File: config.mk
export PLATFORM = sky130hd
export DESIGN_NAME = block_window_loader_flat
export DESIGN_NICKNAME = d
export VERILOG_FILES = /design/src/rtl/beatmap_pkg.sv /design/src/rtl/block_window_loader_if.sv /design/src/rtl/free_slot_finder.sv /design/src/rtl/block_window_loader.sv /design/src/flat_wrapper.sv
export SDC_FILE = /design/constraint.sdc
export NUM_CORES = 2
export LEC_CHECK = 0
export BUFFER_PORTS_ARGS = -buffer_cell sky130_fd_sc_hd__buf_2
export CAP_MARGIN = 20
export CORE_MARGIN = 1
export CORE_UTILIZATION = 25
export CTS_BUF_LIST = sky130_fd_sc_hd__clkbuf_2
export DETAILED_ROUTE_END_ITERATION = 10
export PLACE_DENSITY = 0.43
export SYNTH_ARGS = -nofsm -noshare
export SYNTH_HDL_FRONTEND = slang
export SYNTH_SLANG_ARGS = --single-unit
File: constraint.sdc
create_clock -name clk_in -period 10.6 [get_ports clk_in]
set_input_delay 1.06 -clock clk_in [delete_from_list [all_inputs] [get_ports clk_in]]
set_output_delay 1.06 -clock clk_in [all_outputs]
set_load 0.02 [all_outputs]
File: src/rtl/beatmap_pkg.sv
// Beatmap entry layout, window size and loader FSM encoding shared by the loader and its helpers.
// Latency: n/a (types and constants only).
// Backpressure: n/a.
package beatmap_pkg;

   localparam int NUM_SLOTS = 12;
   localparam int ENTRY_W   = 54;
   localparam int SLOT_IDX_W = 4;

   // Entry field offsets and widths inside one beatmap word
   localparam int T_HIT_LSB = 0;
   localparam int T_HIT_W   = 18;
   localparam int X_LSB     = 18;
   localparam int X_W       = 12;
   localparam int Y_LSB     = 30;
   localparam int Y_W       = 12;
   localparam int COLOR_BIT = 42;
   localparam int DIR_LSB   = 43;
   localparam int DIR_W     = 3;
   localparam int ID_LSB    = 46;
   localparam int ID_W      = 8;
   localparam int Z_W       = 14;

   // End-of-map marker in the t_hit field
   localparam logic [T_HIT_W-1:0] T_END = 18'h3FFFF;

   // Packed view of a beatmap word; member order matches the offsets above (MSB first)
   typedef struct packed {
      logic [ID_W-1:0]    id;
      logic [DIR_W-1:0]   direction;
      logic               color;
      logic [Y_W-1:0]     y;
      logic [X_W-1:0]     x;
      logic [T_HIT_W-1:0] t_hit;
   } entry_t;

   typedef enum logic [2:0] {
      ST_IDLE,
      ST_RETIRE,
      ST_FETCH_REQ,
      ST_FETCH_WAIT,
      ST_CHECK,
      ST_COMMIT
   } state_t;

endpackage

File: src/rtl/block_window_loader_if.sv
// Beatmap BRAM read port between the window loader (master) and the beatmap memory (slave).
// Latency: the memory returns data two cycles after it samples the address.
// Backpressure: none; the master holds the address until it has consumed the data.
// Ports: bram_addr_out (read address), bram_data_in (54-bit beatmap entry).
interface block_window_loader_if
   import beatmap_pkg::*;
#(
   parameter int ADDR_W = 10
);
   logic [ADDR_W-1:0]  bram_addr_out;
   logic [ENTRY_W-1:0] bram_data_in;

   modport master (output bram_addr_out, input bram_data_in);
   modport slave  (input bram_addr_out, output bram_data_in);
endinterface

File: src/rtl/free_slot_finder.sv
// Priority encoder: index of the lowest slot whose valid bit is clear.
// Latency: combinational.
// Backpressure: n/a.
// Ports: valid (per-slot occupancy) in; idx (lowest free slot), none_free (window full) out.
module free_slot_finder
   import beatmap_pkg::*;
(
   input  logic [NUM_SLOTS-1:0]  valid,
   output logic [SLOT_IDX_W-1:0] idx,
   output logic                  none_free
);
   always_comb begin
      idx       = '0;
      none_free = 1'b1;
      // Walk downwards so the lowest free index is the one left standing
      for (int i = NUM_SLOTS - 1; i >= 0; i--) begin
         if (!valid[i]) begin
            idx       = SLOT_IDX_W'(i);
            none_free = 1'b0;
         end
      end
   end
endmodule

File: src/rtl/block_window_loader.sv
// Per-frame window update: retire passed/sliced blocks, load due blocks from the beatmap, publish slot arrays.
// Latency: 3 + 4*(accepted+1) cycles from frame_start_in to new outputs; 3 cycles once the map is done.
// Backpressure: frame_start_in while busy is dropped; restart_in clears everything on the next edge.
// Ports: clk_in/rst_in/restart_in control, frame_start_in + curr_time_in trigger, slice_in per-slot slices,
//        bram (beatmap read port), block_*_out slot arrays, busy_out, map_done_out.
module block_window_loader
   import beatmap_pkg::*;
#(
   parameter int                 ADDR_W    = 10,
   parameter logic [T_HIT_W-1:0] LOOKAHEAD = 18'd2000,
   parameter logic [T_HIT_W-1:0] GRACE     = 18'd100,
   parameter int                 Z_SHIFT   = 2
)(
   input  logic                             clk_in,
   input  logic                             rst_in,
   input  logic                             frame_start_in,
   input  logic                             restart_in,
   input  logic [T_HIT_W-1:0]               curr_time_in,
   input  logic [NUM_SLOTS-1:0]             slice_in,
   block_window_loader_if.master            bram,
   output logic [NUM_SLOTS-1:0][X_W-1:0]    block_x_out,
   output logic [NUM_SLOTS-1:0][Y_W-1:0]    block_y_out,
   output logic [NUM_SLOTS-1:0][Z_W-1:0]    block_z_out,
   output logic [NUM_SLOTS-1:0]             block_color_out,
   output logic [NUM_SLOTS-1:0][DIR_W-1:0]  block_direction_out,
   output logic [NUM_SLOTS-1:0][ID_W-1:0]   block_ID_out,
   output logic [NUM_SLOTS-1:0]             block_visible_out,
   output logic                             busy_out,
   output logic                             map_done_out
);
   state_t                  state, state_nxt;
   logic                    wait_cnt;
   logic [ADDR_W-1:0]       ptr;
   logic [T_HIT_W-1:0]      t_now;
   logic                    map_done;
   logic [NUM_SLOTS-1:0]    valid, sliced, retire;
   entry_t                  slot [NUM_SLOTS];

   entry_t                  ent;
   logic                    is_end, too_late, none_free, accept;
   logic [SLOT_IDX_W-1:0]   free_idx;

   // Depth: zero once the hit time is reached, otherwise the scaled distance clamped to the field width
   function automatic logic [Z_W-1:0] depth(input logic [T_HIT_W-1:0] th, input logic [T_HIT_W-1:0] tn);
      logic [T_HIT_W+Z_SHIFT-1:0] d;
      d = '0;
      if (th <= tn) return '0;
      d = {{Z_SHIFT{1'b0}}, T_HIT_W'(th - tn)} << Z_SHIFT;
      if (|d[T_HIT_W+Z_SHIFT-1:Z_W]) return '1;
      return d[Z_W-1:0];
   endfunction

   assign ent      = entry_t'(bram.bram_data_in);
   assign is_end   = (ent.t_hit == T_END);
   // One extra bit so late-song sums cannot wrap
   assign too_late = ({1'b0, ent.t_hit} > ({1'b0, t_now} + {1'b0, LOOKAHEAD}));
   assign accept   = (state == ST_CHECK) && !is_end && !too_late && !none_free;

   assign bram.bram_addr_out = ptr;
   assign busy_out           = (state != ST_IDLE);
   assign map_done_out       = map_done;

   free_slot_finder u_free_slot_finder (
      .valid     (valid),
      .idx       (free_idx),
      .none_free (none_free)
   );

   always_comb begin
      retire = '0;
      for (int i = 0; i < NUM_SLOTS; i++)
         retire[i] = sliced[i] | (({1'b0, slot[i].t_hit} + {1'b0, GRACE}) < {1'b0, t_now});
   end

   always_comb begin
      state_nxt = state;
      case (state)
         ST_IDLE:       if (frame_start_in) state_nxt = ST_RETIRE;
         ST_RETIRE:     state_nxt = map_done ? ST_COMMIT : ST_FETCH_REQ;
         ST_FETCH_REQ:  state_nxt = ST_FETCH_WAIT;
         ST_FETCH_WAIT: if (wait_cnt) state_nxt = ST_CHECK;
         ST_CHECK:      state_nxt = accept ? ST_FETCH_REQ : ST_COMMIT;
         ST_COMMIT:     state_nxt = ST_IDLE;
         default:       state_nxt = ST_IDLE;
      endcase
   end

   always_ff @(posedge clk_in) begin
      if (rst_in || restart_in) begin
         state    <= ST_IDLE;
         wait_cnt <= 1'b0;
      end else begin
         state    <= state_nxt;
         wait_cnt <= (state == ST_FETCH_WAIT) ? ~wait_cnt : 1'b0;
      end
   end

   always_ff @(posedge clk_in) begin
      if (rst_in || restart_in) begin
         ptr                 <= '0;
         t_now               <= '0;
         map_done            <= 1'b0;
         valid               <= '0;
         sliced              <= '0;
         for (int i = 0; i < NUM_SLOTS; i++) slot[i] <= '0;
         block_x_out         <= '0;
         block_y_out         <= '0;
         block_z_out         <= '0;
         block_color_out     <= '0;
         block_direction_out <= '0;
         block_ID_out        <= '0;
         block_visible_out   <= '0;
      end else begin
         if (state == ST_IDLE && frame_start_in) t_now <= curr_time_in;

         // Slices are sticky in every state; only a retire clears them
         for (int i = 0; i < NUM_SLOTS; i++) begin
            sliced[i] <= sliced[i] | slice_in[i];
            if (state == ST_RETIRE && retire[i]) begin
               valid[i]  <= 1'b0;
               sliced[i] <= 1'b0;
            end
         end

         if (state == ST_CHECK && is_end) map_done <= 1'b1;

         // Rejected entries leave ptr alone so they are fetched again next frame
         if (accept) begin
            slot[free_idx]   <= ent;
            valid[free_idx]  <= 1'b1;
            sliced[free_idx] <= 1'b0;
            ptr              <= ptr + 1'b1;
         end

         if (state == ST_COMMIT) begin
            for (int i = 0; i < NUM_SLOTS; i++) begin
               block_x_out[i]         <= slot[i].x;
               block_y_out[i]         <= slot[i].y;
               block_z_out[i]         <= depth(slot[i].t_hit, t_now);
               block_color_out[i]     <= slot[i].color;
               block_direction_out[i] <= slot[i].direction;
               block_ID_out[i]        <= slot[i].id;
               block_visible_out[i]   <= valid[i] & ~sliced[i];
            end
         end
      end
   end
endmodule
File: src/flat_wrapper.sv
// flat-port wrapper written by rule: the top's interface ports become plain ports
module block_window_loader_flat import beatmap_pkg::*;
#(
   parameter int                 ADDR_W    = 10,
   parameter logic [T_HIT_W-1:0] LOOKAHEAD = 18'd2000,
   parameter logic [T_HIT_W-1:0] GRACE     = 18'd100,
   parameter int                 Z_SHIFT   = 2
)
  (clk_in, rst_in, frame_start_in, restart_in, curr_time_in, slice_in, block_x_out, block_y_out, block_z_out, block_color_out, block_direction_out, block_ID_out, block_visible_out, busy_out, map_done_out, bram_bram_addr_out, bram_bram_data_in);
  block_window_loader_if #(.ADDR_W(ADDR_W)) bram_i ();
  input  logic clk_in;
  input  logic rst_in;
  input  logic frame_start_in;
  input  logic restart_in;
  input  logic [T_HIT_W-1:0] curr_time_in;
  input  logic [NUM_SLOTS-1:0] slice_in;
  output logic [NUM_SLOTS-1:0][X_W-1:0] block_x_out;
  output logic [NUM_SLOTS-1:0][Y_W-1:0] block_y_out;
  output logic [NUM_SLOTS-1:0][Z_W-1:0] block_z_out;
  output logic [NUM_SLOTS-1:0] block_color_out;
  output logic [NUM_SLOTS-1:0][DIR_W-1:0] block_direction_out;
  output logic [NUM_SLOTS-1:0][ID_W-1:0] block_ID_out;
  output logic [NUM_SLOTS-1:0] block_visible_out;
  output logic busy_out;
  output logic map_done_out;
  output wire logic [$bits(bram_i.bram_addr_out)-1:0] bram_bram_addr_out;
  input wire logic [$bits(bram_i.bram_data_in)-1:0] bram_bram_data_in;
  assign bram_bram_addr_out = bram_i.bram_addr_out;
  assign bram_i.bram_data_in = bram_bram_data_in;
  block_window_loader #(.ADDR_W(ADDR_W), .LOOKAHEAD(LOOKAHEAD), .GRACE(GRACE), .Z_SHIFT(Z_SHIFT)) u_core (.clk_in(clk_in), .rst_in(rst_in), .frame_start_in(frame_start_in), .restart_in(restart_in), .curr_time_in(curr_time_in), .slice_in(slice_in), .bram(bram_i), .block_x_out(block_x_out), .block_y_out(block_y_out), .block_z_out(block_z_out), .block_color_out(block_color_out), .block_direction_out(block_direction_out), .block_ID_out(block_ID_out), .block_visible_out(block_visible_out), .busy_out(busy_out), .map_done_out(map_done_out));
endmodule
After elaboration in Yosys (flattened, before gate mapping)
Memory sizes are Yosys's and may differ from the RTL's.
Cells that the tools add are included.

word-level totals
  bits in registers = 669
  memory bits (writable) = 648
  logic and storage cells = 444
  memories kept = 1

memory list
  name         words  width  rd ports  clocked after Yosys merged registers in  write ports  RTL line                   text
  u_core.slot  12     54     12        0                                        12           block_window_loader.sv:37  entry_t slot [NUM_SLOTS];

operators by class
  add/subtract/negate cells = 26
  $lt $le $gt $ge = 27
  equality and inequality tests = 8
  mux-type cells = 221
  bitwise gates (word level) = 53
  reductions and logical operators = 39

operators by type and width
  kind                    number
  $mux 14                 48
  $add 18x7->19 const B   12
  $lt 19x18->1            12
  $le 18x18->1            12
  $sub 18x18->18          12
  $mux 1                  151
  $reduce_or 6->1         12
  $mux 54                 1
  $reduce_or 54->1        1
  $mux 4                  13
  $mux 12                 2
  $or 1x1->1              24
  $add 18x11->19 const B  1
  $gt 18x19->1            1
  $eq 18x18->1 const B    1
  $logic_and 1x1->1       18
  $pmux 3 s5              1
  $not 1->1               14
  $and 1x1->1             12
  $and 12x12->12          1
  $mux 3                  4
  $not 12->12             1
  $or 12x12->12           1
  $add 10x1->10 const B   1
  other kinds (14)        18

Logic depth before layout (Yosys ltp)
  depth after elaboration = 19
  mapped depth = 16
  depth with buffers taken out = 16

Modules after synthesis
A second synthesis with hierarchy kept.

unflattened totals
  cell total of the unflattened synthesis = 6739
  area total of the unflattened synthesis = 65554.1 um2

by module, submodules not included
  module               times used  cells each  area each (um2)  seq. area each (um2)
  block_window_loader  1           6717        65420.2          32611.3
  free_slot_finder     1           22          133.9            0.0

Least setup slack after synthesis
Ideal clock, no wire load.

  path type = flip-flop to flip-flop
  start point = register u_core.t_now[1]
  end point = memory u_core.slot[0][0] in the netlist's numbering, enable pin
  setup time = 0.541 ns
  arrival time = 7.056 ns
  slack = 3.003 ns
  stages on the path, launching flop included = 13
  path through = dfxtp_1 -> inv_1 -> ha_1 -> nor2b_1 -> o21ai_0 -> a21oi_1 -> o31a_1 -> o31ai_1 -> o211ai_2 -> buf_6 -> or2_2 -> buf_2 -> o21ai_0

RTL lines
  item                    RTL line                    text
  start, declared         block_window_loader.sv:34   logic [T_HIT_W-1:0] t_now;
  start signal, assigned  block_window_loader.sv:114  if (state == ST_IDLE && frame_start_in) t_now <= curr_time_in;
  end, declared           block_window_loader.sv:37

==> summary.txt <==
Critical path
  • Startpoint types: register
  • Crit path cell chain: inv_1, buf_4, nor3_1, xnor2_1, ha_1, nand4_1, nor3_1, a31o_2, a31oi_1, o31ai_1, o211ai_4, buf_4, or2_2, o21ai_4, buf_4
  • CP Capture Type: register
  • Setup CP Type: register to register
  • Critical Path AT: 7.01 ns
  • Max FO, Critical Path: 52
  • Most frequent CP cell: buf_4
  • CP required: 11.85 ns
  • CP max stage cell: o21ai_4
  • Worst path max stage delay: 0.80 ns

Clock network
  • CTS root buffer: clkbuf_2
  • Max Root-Sink Buffers: 4
  • CTS Buf Count: 367
  • CTS sink cnt: 1305
  • CTS tree: built
  • H-tree depth: 5
  • Clock latency on the worst-skew pair: 1.82 ns
  • Clock transition at path regs: 0.10 ns

Timing
  • Total Neg Setup Slack: 0 ns
  • Setup violators final: 0
  • Min cycle time layout: 5.76 ns
  • Max_slew headroom: 20.8%
  • Clock Skew: 0.266 ns
  • Slew Limit Fails: 0
  • Final hold violations: 0
  • Least-Margin Pin Slew: 1.18 ns
  • Fmax: 0.174 GHz
  • RSZ-0062 raised after global routing: false
  • Final worst-path cycle share: 54.3%

Yosys
  • Async SR Flop Fraction: 0%
  • Syn Area/Cell: 9.69 sq um
  • Number of synthesized flops with an enable pin: 648
  • Most frequent cells after synthesis: nand2_1, a21oi_1, and2_1
  • Post-Syn Nets: 7384
  • Post-synth top flop: dfxtp_1
  • Synthesized area: 66300 sq um
  • Register bit count reported by yosys: 1305
  • Yosys top cell by area: edfxtp_1
  • Yosys cell types: 90
  • Synth Instances: 6844
  • Warnings from Yosys: 0
  • Most common cell in the netlist: nand2_1
  • Top-area cell type share of the netlist area: 29.3%
  • Synth area leaders: edfxtp_1, dfxtp_1, ha_1
  • Post-synthesis sequential area ratio: 49.2%

Placement
  • Detailed Place HPWL: 187 mm
  • Cells after DPL: 10800
  • Port Buffers: 711
  • Gp weighted congestion: 0.861

GRT
  • Largest net degree at the start of global routing: 205
  • Vias in the first global route: 54100
  • Tot GR Track Use: 19.7%
  • Grt ovf: 0
  • First-pass GRT wire length: 383 mm
  • Antenna violations before repair: 44

Power and ir drop
  • Clock group share of total power: 35.5%
  • Static Leak: 31.4 nW
  • Max rail drop VDD: 0.0717 mV
  • Total power: 10.7 mW
  • Power per cell area: 137 nW/um^2
  • Combinational Power Share: 13.1%
  • Sw Share: 31.1%
  • Internal: 7.37 mW
  • Net Sw Power: 3.33 mW
  • Reg power frac: 51.4%

Floorplanning
  • Ports: 712
  • Chip width: 517 um
  • Starting Density: 25.2%
  • Num rows: 188
  • Die Height: 517 um
  • Core area: 263000 sq um
  • Die footprint: 267000 sq um

Drt
  • Total number of vias: 55700
  • Total Wirelength: 272 mm
  • DRC: 0
  • Post-route antenna net violation count: 0
  • Initial DRC count: 3973
  • Vias per std cell: 4.81
  • WL per Instance: 23.5 um
  • Pre-antenna DRT Iters: 6

Finish
  • Final net count: 8285
  • Fin cells: 11600
  • Area grow syn2layout: 17.9%
  • Share of layout cells above drive strength 1: 18.7%
  • Number of fill cells in the layout: 28100

Run status
  • Status: finished clean

Job
  • Max Cap Viol: 0

Hold path
  • Worst hold path class: input port to register
## cells in the final DEF (no fill, tap or decap), drive strengths merged, types with 21 or more instances in the layout
cell type and count:
a211oi 62, nor2 206, clkbuf 578, buf 810, a31oi 47, o21ai 174
xnor2 177, a21o 101, clkinv 66, nor4 37, o41ai 21, dfxtp 657
nand3 108, o21bai 28, o211ai 26, nor3 79, a21oi 809, nor3b 23
nand2b 58, dlygate4sd3 108, nor2b 50, o21a 82, and2 668, and3 50
inv 130, a221oi 62, a21boi 21, ha 440, a311oi 48, nand2 1177
xor2 122, edfxtp 648, nand4 59
## worst max-delay path, delay by kind of cell, from the launching register on
family                     cells  cell delay (ns)
AOI/OAI and AO/OA              5             1.31
xor gates and xnor gates       1             0.16
adders and majority gates      1             0.30
buffers and inverters          4             2.16
DFF                            1             0.33
and+or+nand+nor                4             1.08
## logic make-up (layout without fill, tap and decap cells)
kind of cell	Yosys count	in the layout	synth area share, %
xor+xnor	299	299	3.95
simple gates	2623	2623	19.5
buf+inv	501	1697	2.96
flops	1305	1305	49.2
mux	20	20	0.311
fa+ha+maj	452	452	8.66
compound gates	1644	1644	15.4
other cells	0	20	0
## repair_timing
| action | CTS | global route |
|---|---|---|
| setup endpoints to repair | 0 | 0 |
| hold buffers | 108 | 0 |
| hold endpoints to repair | 710 | 0 |
| setup buffers | 0 | 0 |
| resized for setup | 0 | 0 |
## state kept, by name, indices dropped and copies added, names as in the netlist, 18 cells and up
name,flops
u_core.t_now,18
u_core.block_direction_out,36
u_core.block_ID_out,96
u_core.slot,648
u_core.block_z_out,156
u_core.block_x_out,144
u_core.block_y_out,144
## power groups by stage
stage / Combinational, mW / Sequential, mW / Clock, mW
after detailed placement: 1.36 / 5.62 / 0
after global placement: 1.35 / 5.62 / 0
after CTS: 1.40 / 5.51 / 3.97
final: 1.40 / 5.51 / 3.80
after floorplan: 0.922 / 5.58 / 0
after global routing: 1.54 / 5.52 / 4.21
## metrics by stage
step                hold WS [ns]  utilization [%]  worst slack (ns)  area (sq um)
finish                     0.283             29.7              4.84         78200
global route               0.132             29.7              4.48         78200
CTS                      0.00546             29.7              4.76         78100
global placement           0.440             28.0              4.70         73700
floorplan                  0.436                -              3.00         66300
detailed placement         0.443             28.0              4.73         73700
## final timing paths
| check | startpoint | to | slack (ns) | cells past startpoint |
|---|---|---|---|---|
| hold / removal | slice_in[4] | u_core.sliced[4] | 0.28 | 4 |
| hold reg to reg | u_core.slot[0][20] | u_core.block_x_out[2] | 0.39 | 2 |
| setup / recovery | u_core.t_now[12] | u_core.slot[4][27] | 4.84 | 15 |
| setup reg to reg | u_core.t_now[12] | u_core.slot[4][27] | 4.84 | 15 |
## per-layer routing
layer	GRT usage [%]	routed length [um]	share of wire (%)	up-vias
li1	-	-	-	26400
met1	25.7	121000	44	27000
met2	30.8	120000	44	1857
met3	6.06	22800	8.4	396
met4	6.35	8580	3.2	12
met5	0	76	0.028	-
## layout make-up
| cell class | instances | area (sq um) | share of cell area (%) |
|---|---|---|---|
| inverters | 115 | 432 | 0.552 |
| multi-input cells | 5038 | 32000 | 40.9 |
| flip-flops and latches | 1305 | 32600 | 41.7 |
| clock buffers | 578 | 2890 | 3.70 |
| well taps | 3515 | 4400 | 5.62 |
| clock inverters | 86 | 400 | 0.512 |
| repair buffers | 918 | 5420 | 6.94 |
| diodes | 20 | 50.0 | 0.0640 |
No activity file was read; power rests on OpenSTA's default activity.
